[config.mk]
export PLATFORM = sky130hd
export DESIGN_NAME = plic_target
export DESIGN_NICKNAME = d
export VERILOG_FILES = /design/src/rtl/plic_target.sv
export SDC_FILE = /design/constraint.sdc
export NUM_CORES = 1
export LEC_CHECK = 0
export ABC_CLOCK_PERIOD_IN_PS = 5700
export BUFFER_PORTS_ARGS = -buffer_cell sky130_fd_sc_hd__buf_2
export CORE_MARGIN = 4
export CORE_UTILIZATION = 48
export DETAILED_ROUTE_END_ITERATION = 12
export GPL_TIMING_DRIVEN = 0
export PLACE_DENSITY_LB_ADDON = 0.12
export SYNTH_ARGS = -nofsm -noshare
export SYNTH_HDL_FRONTEND = slang
export SYNTH_SLANG_ARGS = --single-unit
[constraint.sdc]
create_clock -name clk -period 5.7 [get_ports clk]
set_clock_uncertainty 0.15 [all_clocks]
set_input_delay 0.285 -clock clk [delete_from_list [all_inputs] [get_ports clk]]
set_output_delay 0.285 -clock clk [all_outputs]
set_load 0.02 [all_outputs]
[src/rtl/plic_target.sv]
// plic_target - target-side core of a PLIC.
//
// Latches rising edges of the gateway request lines as pending bits, picks
// the highest-priority enabled pending source (ties go to the lowest ID),
// raises irq when that priority exceeds the hart threshold, and serves the
// hart's claim/complete handshake.  A valid complete returns a fixed-width
// interrupt_complete pulse to the gateway of the completed source.
//
// Ports:
//   clk, reset_n            clock, asynchronous active-low reset
//   interrupt_request[N]    request pulses from gateways (bit i = ID i+1)
//   priority_in[N*IW]       flat priorities, slice i = priority of ID i+1
//   enable[N]               per-source enable mask
//   threshold[IW]           hart priority threshold
//   claim_req / claim_ack   claim handshake, claim_id valid with claim_ack
//   complete_req/complete_id/complete_ready  complete handshake
//   interrupt_complete[N]   completion pulse per gateway
//   irq                     interrupt to the hart
//
// Optional feature: define PLIC_INSERVICE_MASK_EN to exclude in-service
// sources from arbitration until they are completed.
module plic_target #(
  parameter int Number_of_Sources = 5,
  parameter int Interrupt_Width   = 3,
  parameter int Id_Width          = 3,
  parameter int Complete_Pulse    = 4
) (
  input  logic                                         clk,
  input  logic                                         reset_n,
  input  logic [Number_of_Sources-1:0]                 interrupt_request,
  input  logic [Number_of_Sources*Interrupt_Width-1:0] priority_in,
  input  logic [Number_of_Sources-1:0]                 enable,
  input  logic [Interrupt_Width-1:0]                   threshold,
  input  logic                                         claim_req,
  output logic                                         claim_ack,
  output logic [Id_Width-1:0]                          claim_id,
  input  logic                                         complete_req,
  input  logic [Id_Width-1:0]                          complete_id,
  output logic                                         complete_ready,
  output logic [Number_of_Sources-1:0]                 interrupt_complete,
  output logic                                         irq
);

  localparam int CntW = (Complete_Pulse > 2) ? $clog2(Complete_Pulse) : 1;

  typedef enum logic {C_IDLE, C_PULSE} cstate_t;

  cstate_t                      cstate;
  logic [CntW-1:0]              count;
  logic [Number_of_Sources-1:0] req_q;
  logic [Number_of_Sources-1:0] pending;
  logic [Number_of_Sources-1:0] inservice;
  logic [Id_Width-1:0]          win_id;
  logic [Interrupt_Width-1:0]   win_prio;
  logic                         claim_clr_q;

  logic [Number_of_Sources-1:0] req_edge;
  logic [Number_of_Sources-1:0] cand;
  logic [Number_of_Sources-1:0] claim_sel;
  logic [Number_of_Sources-1:0] cmp_sel;
  logic [Id_Width-1:0]          best_id;
  logic [Interrupt_Width-1:0]   best_prio;
  logic                         arb_valid;
  logic                         claim_take;
  logic                         claim_hit;
  logic                         cmp_fire;

  // win_id/win_prio lag pending by one cycle; after a claim clears a bit
  // they are stale for that cycle, so claims are held off until refreshed.
  assign arb_valid = ~claim_clr_q;

  always_comb begin
    req_edge  = interrupt_request & ~req_q;
    cand      = '0;
    best_id   = '0;
    best_prio = '0;
    claim_sel = '0;
    cmp_sel   = '0;
    for (int unsigned i = 0; i < Number_of_Sources; i++) begin
`ifdef PLIC_INSERVICE_MASK_EN
      cand[i] = pending[i] & enable[i] & ~inservice[i] &
                (priority_in[i*Interrupt_Width +: Interrupt_Width] != '0);
`else
      cand[i] = pending[i] & enable[i] &
                (priority_in[i*Interrupt_Width +: Interrupt_Width] != '0);
`endif
      // Strict '>' keeps the lowest ID on a priority tie.
      if (cand[i] && (priority_in[i*Interrupt_Width +: Interrupt_Width] > best_prio)) begin
        best_prio = priority_in[i*Interrupt_Width +: Interrupt_Width];
        best_id   = Id_Width'(i + 1);
      end
    end
    // Claims during the ack cycle are ignored: the master drops its level
    // request on seeing claim_ack.
    claim_take = claim_req & arb_valid & ~claim_ack;
    claim_hit  = claim_take & (win_prio > threshold);
    for (int unsigned i = 0; i < Number_of_Sources; i++) begin
      claim_sel[i] = claim_hit & (win_id == Id_Width'(i + 1));
      cmp_sel[i]   = (complete_id == Id_Width'(i + 1));
    end
    // cmp_sel is all-zero for ID 0 or out-of-range IDs, which drops them.
    cmp_fire = (cstate == C_IDLE) & complete_req & (|(cmp_sel & inservice));
  end

  always_ff @(posedge clk or negedge reset_n) begin
    if (!reset_n) begin
      req_q       <= '0;
      pending     <= '0;
      inservice   <= '0;
      win_id      <= '0;
      win_prio    <= '0;
      irq         <= 1'b0;
      claim_ack   <= 1'b0;
      claim_id    <= '0;
      claim_clr_q <= 1'b0;
    end else begin
      req_q       <= interrupt_request;
      // A new request edge wins over a simultaneous claim clear.
      pending     <= (pending & ~claim_sel) | req_edge;
      // Complete sees the pre-claim in-service value.
      inservice   <= (inservice & ~(cmp_fire ? cmp_sel : '0)) | claim_sel;
      win_id      <= best_id;
      win_prio    <= best_prio;
      irq         <= (win_prio > threshold);
      claim_ack   <= claim_take;
      claim_clr_q <= |claim_sel;
      if (claim_take) begin
        claim_id <= claim_hit ? win_id : '0;
      end
    end
  end

  always_ff @(posedge clk or negedge reset_n) begin
    if (!reset_n) begin
      cstate             <= C_IDLE;
      count              <= '0;
      interrupt_complete <= '0;
      complete_ready     <= 1'b1;
    end else begin
      case (cstate)
        C_IDLE: begin
          if (cmp_fire) begin
            interrupt_complete <= cmp_sel;
            count              <= CntW'(Complete_Pulse - 1);
            complete_ready     <= 1'b0;
            cstate             <= C_PULSE;
          end
        end
        C_PULSE: begin
          if (count == '0) begin
            interrupt_complete <= '0;
            complete_ready     <= 1'b1;
            cstate             <= C_IDLE;
          end else begin
            count <= count - CntW'(1);
          end
        end
      endcase
    end
  end

endmodule
# Word-level counts from Yosys, hierarchy flattened
# Index checks and enable logic that the tools add are counted.
# op_classes
add_sub_neg	1
magnitude_cmp	6
n_eq_ne	13
muxes	24
bitwise_logic	32
n_reduce_logical	15
# op_table
operator	n
$mux W3	9
$and A1 B1 Y1	20
$and A5 B5 Y5	4
$gt A3 B3 Y1	5
$mux W5	3
$not A5 Y5	3
$reduce_bool A3 Y1	5
$eq A3 B2 Y1 const B	4
$eq A3 B3 Y1 const B	4
$or A5 B5 Y5	2
$pmux W5 S2	1
$reduce_or A5 Y1	2
$eq A3 B1 Y1 const B	2
$mux W2	3
$logic_and A1 B1 Y1	5
$mux W1	5
$ne A2 B2 Y1 const B	2
$pmux W1 S2	2
$pmux W2 S2	1
$reduce_and A2 Y1	2
$gt A3 B1 Y1 const B	1
$not A1 Y1	3
$logic_not A2 Y1	1
$ne A2 B1 Y1 const B	1
$sub A2 B1 Y2 const B	1
# word_totals
ff_bits	36
in_bits	35
word_cells	104

# Longest topological paths before layout
# Gate-level depths: netlist of the first run.
# logic_depth
depth_word	16
depth_mapped	27
mapped_depth_nobuf	27

# Worst setup path before layout of the first run
# OpenSTA, ideal clock, no wires.
# synth_path
path_kind	register to register
start	register pending[0]
end	register win_prio[0]
arrival_time_ps	5662
required_ps	5431
slack_ps	-231
stages_incl_launch_ff	28
path_buffers	0
period_less_slack_ps	5931
cell_sequence	dfrtp_1 and3_1 ha_1 nand3_2 o2111ai_2 nor3_2 mux2_2 ha_1 nor2_1 nand2_1 a41oi_1 a211oi_1 a211oi_2 mux2_4 ha_1 inv_1 a21o_1 a21oi_1 a311oi_1 nand2_1 o21a_1 ha_1 nor2b_1 o21a_1 o21ai_1 nor2b_1 inv_1 o21a_1
# synth_between
elab_chain_len	16
# synth_rtl
item	line	source
start: declaration	51	logic [Number_of_Sources-1:0] pending;
start signal: assignment	119	pending <= (pending & ~claim_sel) | req_edge;
$and A1 B1 Y1 * (2 in a row)	84	cand[i] = pending[i] & enable[i] &
$logic_and A1 B1 Y1 *	88	if (cand[i] && (priority_in[i*Interrupt_Width +: Interrupt_Width] > best_prio)) begin
$mux W3 *	88	
$gt A3 B3 Y1	88	
$logic_and A1 B1 Y1	88	
$mux W3 *	88	
$gt A3 B3 Y1	88	
$logic_and A1 B1 Y1	88	
$mux W3 *	88	
$gt A3 B3 Y1	88	
$logic_and A1 B1 Y1	88	
$mux W3 *	88	
$gt A3 B3 Y1	88	
$logic_and A1 B1 Y1	88	
$mux W3 *	88	
via best_prio[0]	62	logic [Interrupt_Width-1:0] best_prio;
end signal: assignment	123	win_prio <= best_prio;
end: declaration	54	logic [Interrupt_Width-1:0] win_prio;
# Mark *: on every way through the listed nets, which the timed path passes. The rest lies on a longest branch.
# A chain may end at the register's enable or synchronous reset.

# Final worst setup path of the first run
# Ends and elaborated chain as after synthesis.

==> results of run 1 <==
[state kept, by name, summed over array words and instances, names as in the netlist]
register,flops
claim_ack,1
claim_clr_q,1
claim_id,3
complete_ready,1
count,2
cstate,1
inservice,5
interrupt_complete,5
irq,1
pending,5
req_q,5
win_id,3
win_prio,3
[per-layer routing]
metal,share of wire,up-vias,wire (um)
li1,-,848,-
met1,0.46,770,1874
met2,0.48,39,1966
met3,0.052,3,214
met4,0.0071,0,29
met5,0,-,0
[synthesized netlist by cell type, drive strengths merged]
cell type,number,area (um^2)
o311ai,3,26.28
clkbuf,1,3.750
nor2,11,41.29
dfstp,1,26.28
ha,14,175.2
a21oi,5,25.02
and3,3,18.77
a221oi,2,17.52
and2,1,6.260
mux2,3,37.53
nand3b,2,15.01
a311oi,1,8.760
nor3,6,35.03
a41oi,1,8.760
a211oi,4,40.03
nor2b,7,43.79
a22o,6,52.55
or2,1,6.260
o21ai,11,55.05
a21o,5,37.54
a32oi,1,8.760
a31oi,1,6.260
inv,28,105.1
nand3,9,50.05
o221ai,1,8.760
o211ai,2,15.01
o41ai,2,25.03
nand4b,1,8.760
and3b,1,8.760
nor3b,1,7.510
dfrtp,35,875.8
o2111ai,1,15.01
o22ai,2,12.51
o22a,1,8.760
o21a,3,22.52
o21bai,1,7.510
mux2i,3,30.03
nand2,16,60.06
[per-stage QoR]
stage	instances	total power [W]
after floorplan	197	0.0006585
after global placement	290	0.0007558
after detailed placement	290	0.0007661
after CTS	308	0.001016
after global routing	314	0.001138
final	314	0.001051
[critical path: stages, from the launching register on]
cell and delay (ps):
dfrtp_2 460, and3_4 230, ha_4 190, nand3_2 80
o2111ai_4 120, nor3_4 180, mux2_4 330, ha_1 280
nor2_2 140, nand2_1 110, a41oi_2 180, a211oi_2 70
a211oi_4 250, mux2_4 340, ha_1 170, inv_1 50
a21o_1 120, a21oi_2 70, a311oi_4 340, buf_4 180
mux2i_1 250, ha_1 290, o21a_1 140, o21ai_4 230
nor2b_4 180, inv_1 60, o21a_1 170
[placed cells by master, fill, tap and decap left out, drive strengths merged, types with 2 or more instances in the layout]
master,n
a211oi,4
a21o,5
a21oi,5
a221oi,2
a22o,6
and3,3
buf,55
clkbuf,7
dfrtp,35
dlygate4sd3,6
ha,14
inv,28
mux2,3
mux2i,3
nand2,16
nand3,9
nand3b,2
nor2,11
nor2b,7
nor3,6
o211ai,2
o21a,3
o21ai,11
o22ai,2
o311ai,3
o41ai,2
[power by group]
| group | total (W) | switching, W | internal, W |
|---|---|---|---|
| Combinational | 0.000431 | 0.000228 | 0.000202 |
| Clock | 0.000213 | 0.0000837 | 0.000130 |
| Sequential | 0.000407 | 0.0000611 | 0.000346 |
| Total | 0.00105 | 0.000373 | 0.000678 |
[worst min-delay path by stage]
stage | slack [ps] | to | cells after the start | start
finish | 110 | win_prio[2]$_DFF_PN0_ | 3 | priority_in[14]
floorplan | -160 | claim_ack$_DFF_PN0_ | 0 | reset_n
detailed placement | 260 | count[1]$_DFFE_PN0P_ | 1 | reset_n
CTS | 100 | win_prio[2]$_DFF_PN0_ | 3 | priority_in[14]
global route | 120 | win_prio[2]$_DFF_PN0_ | 3 | priority_in[14]
global placement | 250 | count[1]$_DFFE_PN0P_ | 1 | reset_n
[kinds of logic (layout without fill, tap and decap cells)]
family          Yosys count  count (layout)  share of synthesized area
buf+inv                  29              98                    0.05562
fa+ha+maj                14              14                    0.08952
mux                       6               6                    0.03452
flops                    36              36                     0.4610
simple gates             59              59                     0.1541
compound gates           53              53                     0.2052
[layout make-up]
class | count | area, um^2
tap | 48 | 60.06
sequential | 36 | 903.4
buffer | 1 | 3.754
timing repair buffer | 61 | 360.3
inverter | 28 | 105.1
clock inverter | 2 | 35.03
multi-input combinational | 132 | 1115
fill | 287 | 1144
clock buffer | 6 | 72.57
[timing repair]
action,in CTS,in global routing
buffers inserted,4,6
hold buffers,6,0
pin swaps,3,12
resized for setup,8,18
setup endpoints to repair,6,6
endpoints found under the hold margin,40,0
==> impl_metrics.yaml, run 1 <==
drt:
  vias: 1660
  wl_um: 4085
  viasPerCell: 5.287
  drtPass1Iterations: 4
  wl_per_cell_um: 13.01
  ant_nets: 0
  drc: 0
  drt-initial-drc-count: 67
sta:
  finalSetupViolCount: 0
  slew_headroom: 0.4848
  hold_violations: 0
  finalSetupTns_ps: 0
  fin_crit_sh: 0.9653
  layout_min_cycle_time_ps: 5502
  timing.final.ws_setup_ps: 197.6
  fmax_mhz: 181.7
  hold_ws_ps: 113.9
  tightest_slew_ps: 772.8
  drv_slew: 0
critical_path:
  rr_startpoint: "pending[0]$_DFF_PN0_"
  startpoint: "pending[0]$_DFF_PN0_"
  worstSetupPathType: "register to register"
  start_kind: "register"
  endpoint_kind: "register"
  crit_path_end: "win_prio[0]$_DFF_PN0_"
  rr_endpoint: "win_prio[0]$_DFF_PN0_"
  crit_path_max_fanout: 6
  crit_required_ps: 5720
  arrival_ps: 5520
  reg2regPathDepth: 26
  worst-r2r-setup-slack_ps: 200
placed_design:
  dpl.hpwl_um: 2964
  place_area_um2: 2255
  portBuffers: 45
  post-place-ws_ps: -561.8
  gp_congestion: 0.8046
power_and_ir_drop:
  power_density_nw_per_um2: 396.0
  irDropWorstVdd_uv: 188.6
  p_leak_nw: 1.337
floorplan:
  rows: 22
  start_util: 0.5152
  dieArea_um2: 5162
  die_y_um: 71.85
  coreArea_um2: 3799
  die_width_um: 71.85
  ios: 46
clocking:
  path_clk_slew_ps: 70
  htreeDepth: 2
  insertion_delay_ps: 280
  cts_made_buffers: 5
  cts_root_buf: "clkbuf_8"
  cts.sinks: 36
  tritoncts: "done"
  clockBufferDepth: 2
grt:
  grtUsageTotal: 0.1633
  grt_pass1_wl_um: 6672
  antenna_found_initial: 0
  gr-usage-met2: 0.2622
  grt_pass1_vias: 1543
  grt_overflow: 0
  grt_max_degree: 37
  grt_util_met1: 0.2145
  grtUsageMet3: 0.02945
  busiest_layer: "met2"
hold_path:
  hp-class: "primary input to register"
final_layout:
  fin_util: 0.6989
  final_area_um2: 2655
  fin_nets: 314
  area_delta_synth_final_pct: 35.68
  diodes: 0
  drive_gt1_frac: 0.3459
yosys:
  ys_ff_latch: 36
  syn-cell-area_um2: 1957
  postSynthAreaPerCell_um2: 9.933
  yosysSeqAreaShare: 0.4610
  synth_cell_type_count: 44
  synth_cells: 197
  synth_nets: 246
  yosys_warnings: 0
run:
  max_cap_viol_count: 0
status:
  status: "finished, final reports clean"
(Power assumes the default switching activity.)
==> run 2, diff against run 1 <==
--- a/config.mk
+++ b/config.mk
@@ -5,10 +5,10 @@
 export SDC_FILE = /design/constraint.sdc
 export NUM_CORES = 1
 export LEC_CHECK = 0
-export ABC_CLOCK_PERIOD_IN_PS = 5700
+export ABC_CLOCK_PERIOD_IN_PS = 6630
 export BUFFER_PORTS_ARGS = -buffer_cell sky130_fd_sc_hd__buf_2
 export CORE_MARGIN = 4
-export CORE_UTILIZATION = 48
+export CORE_UTILIZATION = 55
 export DETAILED_ROUTE_END_ITERATION = 12
 export GPL_TIMING_DRIVEN = 0
 export PLACE_DENSITY_LB_ADDON = 0.12
==> constraint.sdc (replaced) <==
create_clock -name clk -period 6.63 [get_ports clk]
set_clock_uncertainty 0.15 [all_clocks]
set_input_delay 0.3315 -clock clk [delete_from_list [all_inputs] [get_ports clk]]
set_output_delay 0.3315 -clock clk [all_outputs]
set_load 0.02 [all_outputs]
==> impl_metrics.yaml, run 2 (synthesis results as in run 1) <==
status:
  status: "finished, final reports clean"
sta:
  fin_crit_sh: 0.9177
  timing.final.ws_setup_ps: 545.7
  rsz0062_at_grt: "false"
  finalSetupViolCount: 0
  fmax_mhz: 164.4
  drv_slew: 0
  tightest_slew_ps: 744.5
  layout_min_cycle_time_ps: 6084
  slew_headroom: 0.5036
  hold_violations: 0
clocking:
  cts_root_buf: "clkbuf_4"
  clockBufferDepth: 2
  htreeDepth: 2
  path_clk_slew_ps: 100
  cts.sinks: 36
  cts_made_buffers: 5
  tritoncts: "done"
  insertion_delay_ps: 340
critical_path:
  reg2regPathDepth: 27
  startpoint: "pending[0]$_DFF_PN0_"
  rr_endpoint: "win_prio[0]$_DFF_PN0_"
  arrival_ps: 6180
  worstSetupPathType: "register to register"
  crit_path_max_fanout: 9
  crit_required_ps: 6730
  start_kind: "register"
  endpoint_kind: "register"
  worst-r2r-setup-slack_ps: 550
  rr_startpoint: "pending[0]$_DFF_PN0_"
  crit_path_end: "win_prio[0]$_DFF_PN0_"
power_and_ir_drop:
  p_leak_nw: 1.253
  irDropWorstVdd_uv: 123.4
  power_density_nw_per_um2: 337.9
  power.total_w: 0.0008134
floorplan:
  rows: 21
  coreArea_um2: 3390
  die_width_um: 67.65
  die_y_um: 67.65
  dieArea_um2: 4577
  ios: 46
  start_util: 0.5773
final_layout:
  fillerInstances: 290
  multi_input_area_um2: 977.2
  drive_gt1_frac: 0.2578
  final_area_um2: 2407
  area_delta_synth_final_pct: 23.02
  fin_nets: 304
  final_cell_mix: "buf_2 (45), dfrtp_1 (35), inv_1 (28)"
  regArea_um2: 902.1
  layout_commonest_cell: "buf_2"
  diodes: 0
grt:
  grtUsageTotal: 0.1883
  grt_pass1_vias: 1505
  grt_pass1_wl_um: 6334
  grt_max_degree: 37
  grt_overflow: 0
  antenna_found_initial: 0
drt:
  drc: 0
  ant_nets: 0
  vias: 1618
  drtPass1Iterations: 4
  wl_per_cell_um: 12.94
  drt-initial-drc-count: 163
  viasPerCell: 5.358
  wl_um: 3909
placed_design:
  post-place-ws_ps: -13.05
  gp_congestion: 0.8118
  portBuffers: 45
  dpl.hpwl_um: 2904
  place_area_um2: 2240
hold_path:
  hp-class: "primary input to register"
run:
  max_cap_viol_count: 0
## run 2: cell count changes in the layout (fill, tap and decap cells not counted), moves of 3 or more
cell and delta:
buf_4 -10, clkbuf_4 +5, clkbuf_8 -5, ha_1 +3, ha_4 -3
## run 2: final cells by class
class | instances | share of cell area
multi-input cells | 132 | 0.4059
inverters | 28 | 0.04366
clock buffers | 6 | 0.01715
clock inverters | 2 | 0.01455
plain buffers | 1 | 0.001559
flip-flops and latches | 36 | 0.3747
well taps | 46 | 0.02391
repair buffers | 51 | 0.1185
## run 2: metal layers
layer  vias up  share of wire  global-route usage
met2        52           0.47              0.3001
met1       734           0.44              0.2344
li1        824              -                   -
met3         8          0.069             0.03328
met4         0          0.020              0.1190
met5         -              0                   0
## run 2: worst min-delay path by stage
stage                             startpoint               endpoint  cells after the start
final                        priority_in[14]  win_prio[2]$_DFF_PN0_                      3
after floorplan                      reset_n    claim_ack$_DFF_PN0_                      0
after CTS                    priority_in[14]  win_prio[2]$_DFF_PN0_                      3
after global routing         priority_in[14]  win_prio[2]$_DFF_PN0_                      3
after detailed placement  req_q[1]$_DFF_PN0_   pending[1]$_DFF_PN0_                      1
after global placement    req_q[3]$_DFF_PN0_   pending[3]$_DFF_PN0_                      1
## run 2: critical path, cell delays in order, from the launching register on
cell and delay, ps:
dfrtp_1 440, nand3_1 180, ha_1 350, nand3_2 90, o2111ai_2 150, nor3_4 330
mux2_2 400, ha_1 270, nor2_1 120, nand2_1 80, a41oi_1 220, a211oi_1 90
a211oi_2 400, mux2_4 360, ha_1 180, inv_1 50, a21o_1 90, a21oi_1 90
a311oi_4 440, nand2_1 100, o21a_1 120, ha_1 280, nor2b_1 130, o21a_1 170
o21ai_2 240, nor2b_1 210, inv_1 90, o21a_1 170
## run 2: repair_timing
action / CTS / global route
setup endpoints to repair: 1 / 4
hold buffers: 6 / 0
resized for setup: 1 / 4
cloned: 0 / 0
hold endpoints to repair: 40 / 0
buffers inserted: 0 / 0
## run 2: report_power, final
| part | leakage (nW) | total [W] | switching [W] | internal [W] |
|---|---|---|---|---|
| logic | 0.786 | 0.000319 | 0.000180 | 0.000139 |
| clock network | 0.0422 | 0.000149 | 0.0000700 | 0.0000790 |
| registers | 0.424 | 0.000345 | 0.0000489 | 0.000296 |
| total | 1.25 | 0.000813 | 0.000299 | 0.000515 |
## run 2: stage by stage
| step | TNS, ps | hold slack [ps] | utilization | instances |
|---|---|---|---|---|
| CTS | 0 | 64.55 | 0.7028 | 302 |
| global route | 0 | 98.97 | 0.7102 | 302 |
| detailed placement | -13.05 | 271.1 | 0.6608 | 288 |
| finish | 0 | 92.37 | 0.7102 | 302 |
| global placement | 0 | 256.4 | 0.6608 | 288 |
| floorplan | 0 | -114.1 | - | 197 |
